--- src/rtl/apb_pkg.sv ---
// -----------------------------------------------------------------------------
// apb_pkg
//   Definitions shared by the APB master bridge and its wait-state timer:
//   the bridge state encoding and the default ACCESS-phase timeout.
// -----------------------------------------------------------------------------
package apb_pkg;

  // Bridge phases: accept a request, drive the APB SETUP and ACCESS phases,
  // then hold the response until the consumer takes it.
  typedef enum logic [1:0] {
    ST_IDLE   = 2'd0,
    ST_SETUP  = 2'd1,
    ST_ACCESS = 2'd2,
    ST_RESP   = 2'd3
  } apb_state_e;

  // Maximum number of ACCESS cycles with PREADY=0 before the transfer is
  // abandoned. The legal range is 1..65535.
  localparam int APB_TIMEOUT_DEFAULT = 256;

endpackage : apb_pkg

--- src/rtl/apb_timeout_timer.sv ---
// -----------------------------------------------------------------------------
// apb_timeout_timer
//   Counts ACCESS-phase wait states and flags the wait cycle on which the
//   count reaches LIMIT.
//
//   Ports
//     PCLK      in   clock, rising edge
//     PRESETn   in   asynchronous active-low reset
//     i_clear   in   zero the counter (asserted in the cycle before ACCESS)
//     i_enable  in   count this cycle (ACCESS with PREADY=0)
//     o_expired out  this enabled cycle brings the count up to LIMIT
// -----------------------------------------------------------------------------
module apb_timeout_timer #(
  parameter int LIMIT = apb_pkg::APB_TIMEOUT_DEFAULT
) (
  input  logic PCLK,
  input  logic PRESETn,
  input  logic i_clear,
  input  logic i_enable,
  output logic o_expired
);

  localparam int CW = $clog2(LIMIT + 1);
  localparam logic [CW-1:0] LAST_WAIT = CW'(LIMIT - 1);
  localparam logic [CW-1:0] MAX_COUNT = CW'(LIMIT);

  logic [CW-1:0] r_count;

  // NOTE: sequential state is written with <= so every flop samples the
  // pre-edge values; a blocking = here would create ordering-dependent
  // behaviour between always_ff blocks.
  always_ff @(posedge PCLK or negedge PRESETn) begin
    if (!PRESETn) begin
      r_count <= '0;
    end else if (i_clear) begin
      r_count <= '0;
    end else if (i_enable && (r_count != MAX_COUNT)) begin
      // Saturates at LIMIT so the count can never wrap back to zero.
      r_count <= r_count + 1'b1;
    end
  end

  // Flagged combinationally so the bridge leaves ACCESS right after the
  // LIMIT-th wait cycle rather than one cycle later.
  assign o_expired = i_enable && (r_count == LAST_WAIT);

endmodule : apb_timeout_timer

--- src/rtl/apb_master_bridge.sv ---
// -----------------------------------------------------------------------------
// apb_master_bridge
//   Converts a valid/ready request into a single APB transfer and returns the
//   outcome on a valid/ready response channel. A stalled ACCESS phase is
//   abandoned after TIMEOUT_CYCLES wait states and reported as an error.
//
//   Ports
//     PCLK, PRESETn                 clock / asynchronous active-low reset
//     req_valid/req_ready           request handshake (ready only in IDLE)
//     req_write/req_addr/req_wdata  request payload
//     rsp_valid/rsp_ready           response handshake
//     rsp_rdata/rsp_err             read data (0 for writes/aborts), error
//     PADDR/PSEL/PENABLE/PWRITE/PWDATA  APB master outputs
//     PRDATA/PREADY/PSLVERR         APB slave inputs
// -----------------------------------------------------------------------------
module apb_master_bridge
  import apb_pkg::*;
#(
  parameter int ADDR_WIDTH     = 32,
  parameter int DATA_WIDTH     = 32,
  parameter int TIMEOUT_CYCLES = APB_TIMEOUT_DEFAULT
) (
  input  logic                  PCLK,
  input  logic                  PRESETn,
  input  logic                  req_valid,
  output logic                  req_ready,
  input  logic                  req_write,
  input  logic [ADDR_WIDTH-1:0] req_addr,
  input  logic [DATA_WIDTH-1:0] req_wdata,
  output logic                  rsp_valid,
  input  logic                  rsp_ready,
  output logic [DATA_WIDTH-1:0] rsp_rdata,
  output logic                  rsp_err,
  output logic [ADDR_WIDTH-1:0] PADDR,
  output logic                  PSEL,
  output logic                  PENABLE,
  output logic                  PWRITE,
  output logic [DATA_WIDTH-1:0] PWDATA,
  input  logic [DATA_WIDTH-1:0] PRDATA,
  input  logic                  PREADY,
  input  logic                  PSLVERR
);

  apb_state_e r_state;
  apb_state_e w_state_next;

  logic                  w_timer_clear;
  logic                  w_timer_en;
  logic                  w_expired;
  logic                  w_req_fire;

  logic [ADDR_WIDTH-1:0] r_paddr;
  logic                  r_pwrite;
  logic [DATA_WIDTH-1:0] r_pwdata;
  logic [DATA_WIDTH-1:0] r_rsp_rdata;
  logic                  r_rsp_err;

  assign w_req_fire = req_valid && (r_state == ST_IDLE);

  // ---------------------------------------------------------------------------
  // State register
  // ---------------------------------------------------------------------------
  always_ff @(posedge PCLK or negedge PRESETn) begin
    if (!PRESETn) begin
      r_state <= ST_IDLE;
    end else begin
      r_state <= w_state_next;
    end
  end

  // ---------------------------------------------------------------------------
  // Next-state and timer control
  // ---------------------------------------------------------------------------
  // NOTE: every signal driven here gets a default before the case statement;
  // a path that leaves one unassigned would infer a latch.
  always_comb begin
    w_state_next  = r_state;
    w_timer_clear = 1'b0;
    w_timer_en    = 1'b0;
    unique case (r_state)
      ST_IDLE: begin
        if (req_valid) w_state_next = ST_SETUP;
      end
      ST_SETUP: begin
        // Zero the wait counter as ACCESS is entered.
        w_timer_clear = 1'b1;
        w_state_next  = ST_ACCESS;
      end
      ST_ACCESS: begin
        w_timer_en = !PREADY;
        // PREADY is tested first so a completion on the limit cycle wins
        // over the timeout.
        if (PREADY || w_expired) w_state_next = ST_RESP;
      end
      ST_RESP: begin
        // Returning to IDLE (not straight to SETUP) guarantees an idle cycle
        // between transfers.
        if (rsp_ready) w_state_next = ST_IDLE;
      end
      default: w_state_next = ST_IDLE;
    endcase
  end

  apb_timeout_timer #(
    .LIMIT (TIMEOUT_CYCLES)
  ) u_timer (
    .PCLK      (PCLK),
    .PRESETn   (PRESETn),
    .i_clear   (w_timer_clear),
    .i_enable  (w_timer_en),
    .o_expired (w_expired)
  );

  // ---------------------------------------------------------------------------
  // Request capture and response latch
  // ---------------------------------------------------------------------------
  // NOTE: these are plain registers (not a memory), so all of them are reset;
  // that is what makes the APB and response outputs drop to zero the moment
  // PRESETn falls.
  always_ff @(posedge PCLK or negedge PRESETn) begin
    if (!PRESETn) begin
      r_paddr     <= '0;
      r_pwrite    <= 1'b0;
      r_pwdata    <= '0;
      r_rsp_rdata <= '0;
      r_rsp_err   <= 1'b0;
    end else begin
      // Captured only at the request handshake, so the APB payload is stable
      // through SETUP/ACCESS and keeps its last value afterwards.
      if (w_req_fire) begin
        r_paddr  <= req_addr;
        r_pwrite <= req_write;
        r_pwdata <= req_wdata;
      end
      // The slave's PRDATA/PSLVERR only matter on a completing ACCESS cycle.
      if (r_state == ST_ACCESS) begin
        if (PREADY) begin
          r_rsp_err   <= PSLVERR;
          r_rsp_rdata <= r_pwrite ? '0 : PRDATA;
        end else if (w_expired) begin
          r_rsp_err   <= 1'b1;
          r_rsp_rdata <= '0;
        end
      end
    end
  end

  // ---------------------------------------------------------------------------
  // Outputs (decoded from the state register, so reset clears them at once)
  // ---------------------------------------------------------------------------
  assign req_ready = (r_state == ST_IDLE);
  assign rsp_valid = (r_state == ST_RESP);
  assign PSEL      = (r_state == ST_SETUP) || (r_state == ST_ACCESS);
  assign PENABLE   = (r_state == ST_ACCESS);
  assign PADDR     = r_paddr;
  assign PWRITE    = r_pwrite;
  assign PWDATA    = r_pwdata;
  assign rsp_rdata = r_rsp_rdata;
  assign rsp_err   = r_rsp_err;

endmodule : apb_master_bridge

--- config.mk ---
export PLATFORM = sky130hd
export DESIGN_NAME = apb_master_bridge
export DESIGN_NICKNAME = d
export VERILOG_FILES = /design/src/rtl/apb_pkg.sv /design/src/rtl/apb_timeout_timer.sv /design/src/rtl/apb_master_bridge.sv
export SDC_FILE = /design/constraint.sdc
export NUM_CORES = 1
export LEC_CHECK = 0
export ABC_CLOCK_PERIOD_IN_PS = 3700
export CAP_MARGIN = 20
export CORE_ASPECT_RATIO = 1.75
export CORE_MARGIN = 5
export CORE_UTILIZATION = 25
export CTS_CLUSTER_SIZE = 40
export DETAILED_ROUTE_END_ITERATION = 16
export PLACE_DENSITY_LB_ADDON = 0.3
export SLEW_MARGIN = 10
export SYNTH_ARGS = -nofsm -noshare
export SYNTH_HDL_FRONTEND = slang
export SYNTH_SLANG_ARGS = --single-unit
--- constraint.sdc ---
create_clock -name PCLK -period 3.7 [get_ports PCLK]
set_input_delay 0.37 -clock PCLK [delete_from_list [all_inputs] [get_ports PCLK]]
set_output_delay 0.37 -clock PCLK [all_outputs]
set_load 0.01 [all_outputs]
==> reports/metrics.csv <==
metric,value,unit
coreArea,0.0175,mm2
relSlewSlack,39.5,%
grt_pass1_wl,19900,um
drt-wirelength-per-cell,15.4,um
worst_slew_pin_slew,904,ps
synth_cells,357,
yosys.area.top_type_share,61.6,%
rr_worst_depth,7,
rows,64,
slowest_delay,710,ps
hpwl,9490,um
period_share,63.3,%
cts_tree,built,
worstSkewPairLatency,340,ps
grt_max_degree,89,
routed_via_density,4.26,
cts_root_buf,clkbuf_16,
drt-initial-drc-count,78,
timing.rr.start,u_timer.r_count[0]$_DFFE_PN0P_,
grt_pass1_vias,3712,
avgSynthCellArea,12.4,um2
routed_wl,12200,um
path_cells,ha_1 > nand3_1 > nor2_1 > ha_1 > o21ai_4 > buf_4 > o21ai_0,
finalSetupTns,0,ps
clkSlewWorstSetupHoldPaths,70,ps
leakage,2.90,nW
yosys_warnings,0,
syn-cell-area,0.00443,mm2
layout.nets,668,
cp_max_fo,48,
io_buffers,204,
ff2ff_setup_slack,1360,ps
startpoint,u_timer.r_count[0]$_DFFE_PN0P_,
area_growth,58.1,%
cpMaxStageDelayCell,o21ai_4,
ys_types,29,
cts_resized,0,
path_buf_inv,1,
postRouteAntennaNets,0,
ir_worst_vdd,0.000397,V
final_hold_viol_count,0,
grt_usage,12.2,%
synth_area_leaders,"dfrtp_1 (62%), mux2_2 (17%), nand2_1 (5.8%)",
dp.cells,777,
grt_overflow_total,0,
clockBufferDepth,2,
fp.dieW,111,um
pin_count,205,
antenna_found_initial,0,
p_per_area,806,mW/mm2
path_class,reg -> reg,
cpMostUsedCell,ha_1,
worstSetupPathDepth,7,
die-area,0.0206,mm2
drc,0,
vias,3380,
gp_congestion,0.771,
cp_top_family,compound AO/OA/AOI/OAI gates,
start_util,25.4,%
period_needed,2340,ps
post_cts_buffers,0,
finalNonFillerCells,793,
synthesis.nets,468,
cts_hold_buf,0,
yosysSeqAreaShare,61.6,%
cts_sinks,109,
final_layout_size_suffix_gt1_share,16.9,%
ys_ff_latch,109,
critPathCapture,rsp_rdata[17]$_DFFE_PN0P_,
worstHoldPathType,in -> async,
crit_required,3910,ps
finalSetupViolCount,0,
start_kind,register,
synth_top_cell_by_area,dfrtp_1,
die_h,186,um
crit_path_end_kind,register,
drt_first_pass_iters,4,
max-cap-violations,0,
finClkSkew,6.72,ps
diodes,0,
hold_slack,91.8,ps
fmax,0.427,GHz
cts_buffers,9,
h-tree-depth,3,
finalMaxSlewViolations,0,
outcome,finished clean,
worstPathArrival,2550,ps
r2r_end,rsp_rdata[17]$_DFFE_PN0P_,
rsz0062_at_grt,false,
[worst reg2reg max path, cell delays in order (launching register included)]
cell,delay [ps]
dfrtp_1,420
ha_1,260
nand3_1,100
nor2_1,50
ha_1,220
o21ai_4,710
buf_4,340
o21ai_0,120
[where the power goes]
part	internal, W	switching [W]
Sequential	0.00177	0.000314
Clock	0.000500	0.000439
Combinational	0.00157	0.00106
[sequential cells by signal (all words and copies together), names as in the netlist]
signal           count
PWDATA              32
PWRITE               1
r_state              2
rsp_err              1
rsp_rdata           32
u_timer.r_count      9
PADDR               32
[how the worst min path moves through the flow]
| stage | startpoint | to | depth (start not counted) |
|---|---|---|---|
| after floorplan | PRESETn | PADDR[0]$_DFFE_PN0P_ | 0 |
| after global placement | rsp_rdata[26]$_DFFE_PN0P_ | rsp_rdata[26]$_DFFE_PN0P_ | 2 |
| after detailed placement | rsp_rdata[2]$_DFFE_PN0P_ | rsp_rdata[2]$_DFFE_PN0P_ | 2 |
| after CTS | PRESETn | PADDR[23]$_DFFE_PN0P_ | 1 |
| after global routing | PRESETn | PADDR[20]$_DFFE_PN0P_ | 1 |
| final | PRESETn | PADDR[23]$_DFFE_PN0P_ | 1 |
[cell usage in the layout (no fill, tap or decap), drive strengths merged]
cell and n:
ha 8, o31ai 3, clkbuf 11, or4 3
and4bb 1, inv 10, dfrtp 109, clkinv 3
mux2i 1, nand2 69, a221oi 1, a2111o 1
clkinvlp 1, nand2b 4, or3 2, mux2 67
buf 6, nor4 1, nand4 1, clkdlybuf4s50 203
nor2b 1, o32a 1, o21ai 37, nand3 4
nor2 5, o221a 1, a21oi 8
[synth_stat cells]
cell and count:
dfrtp_1 109, o21ai_1 1, o32a_1 1, mux2_1 1
nor4_2 1, o221a_2 1, buf_2 11, clkbuf_8 1
a221oi_1 1, nand4_2 1, nand2_1 69, o21ai_0 36
mux2_2 66, clkbuf_1 7, or4_1 3, ha_1 8
nand2b_1 3, or3_1 2, inv_1 9, nand2b_4 1
nand3_1 4, o31ai_1 3, and4bb_1 1, mux2i_1 1
nor2_1 5, a2111o_1 1, buf_6 1, nor2b_1 1
a21oi_1 8
[final cells by class]
class / instances / area, um2
fill: 1753 / 10500
inverter: 9 / 33.8
tap: 231 / 289
clock inverter: 5 / 42.5
sequential: 109 / 2730
clock buffer: 11 / 253
timing repair buffer: 209 / 2080
multi-input combinational: 219 / 1580
[cell families (layout without fill, tap and decap cells)]
family / Yosys count / count (layout) / share of synthesized area [%]
fa+ha+maj: 8 / 8 / 2.26
simple gates: 91 / 91 / 9.23
compound gates: 52 / 52 / 6.52
mux: 68 / 68 / 17.3
buf+inv: 29 / 234 / 3.16
flops: 109 / 109 / 61.6
[per-stage QoR]
step	setup slack, ps	power, W	cell area (um2)	utilization, %
floorplan	1970	0.00322	4430	-
global placement	1380	0.00472	6710	38.4
detailed placement	1340	0.00479	6710	38.4
CTS	1330	0.00576	7000	40.1
global route	1060	0.00606	7010	40.1
finish	1360	0.00564	7010	40.1
[per-layer routing]
metal,track usage (%),vias up,routed length (um)
met5,0,-,0
met4,4.29,0,277
met3,5.04,17,843
met2,21.2,140,6410
met1,13.4,1613,4720
li1,-,1610,-
(Power assumes the default switching activity.)
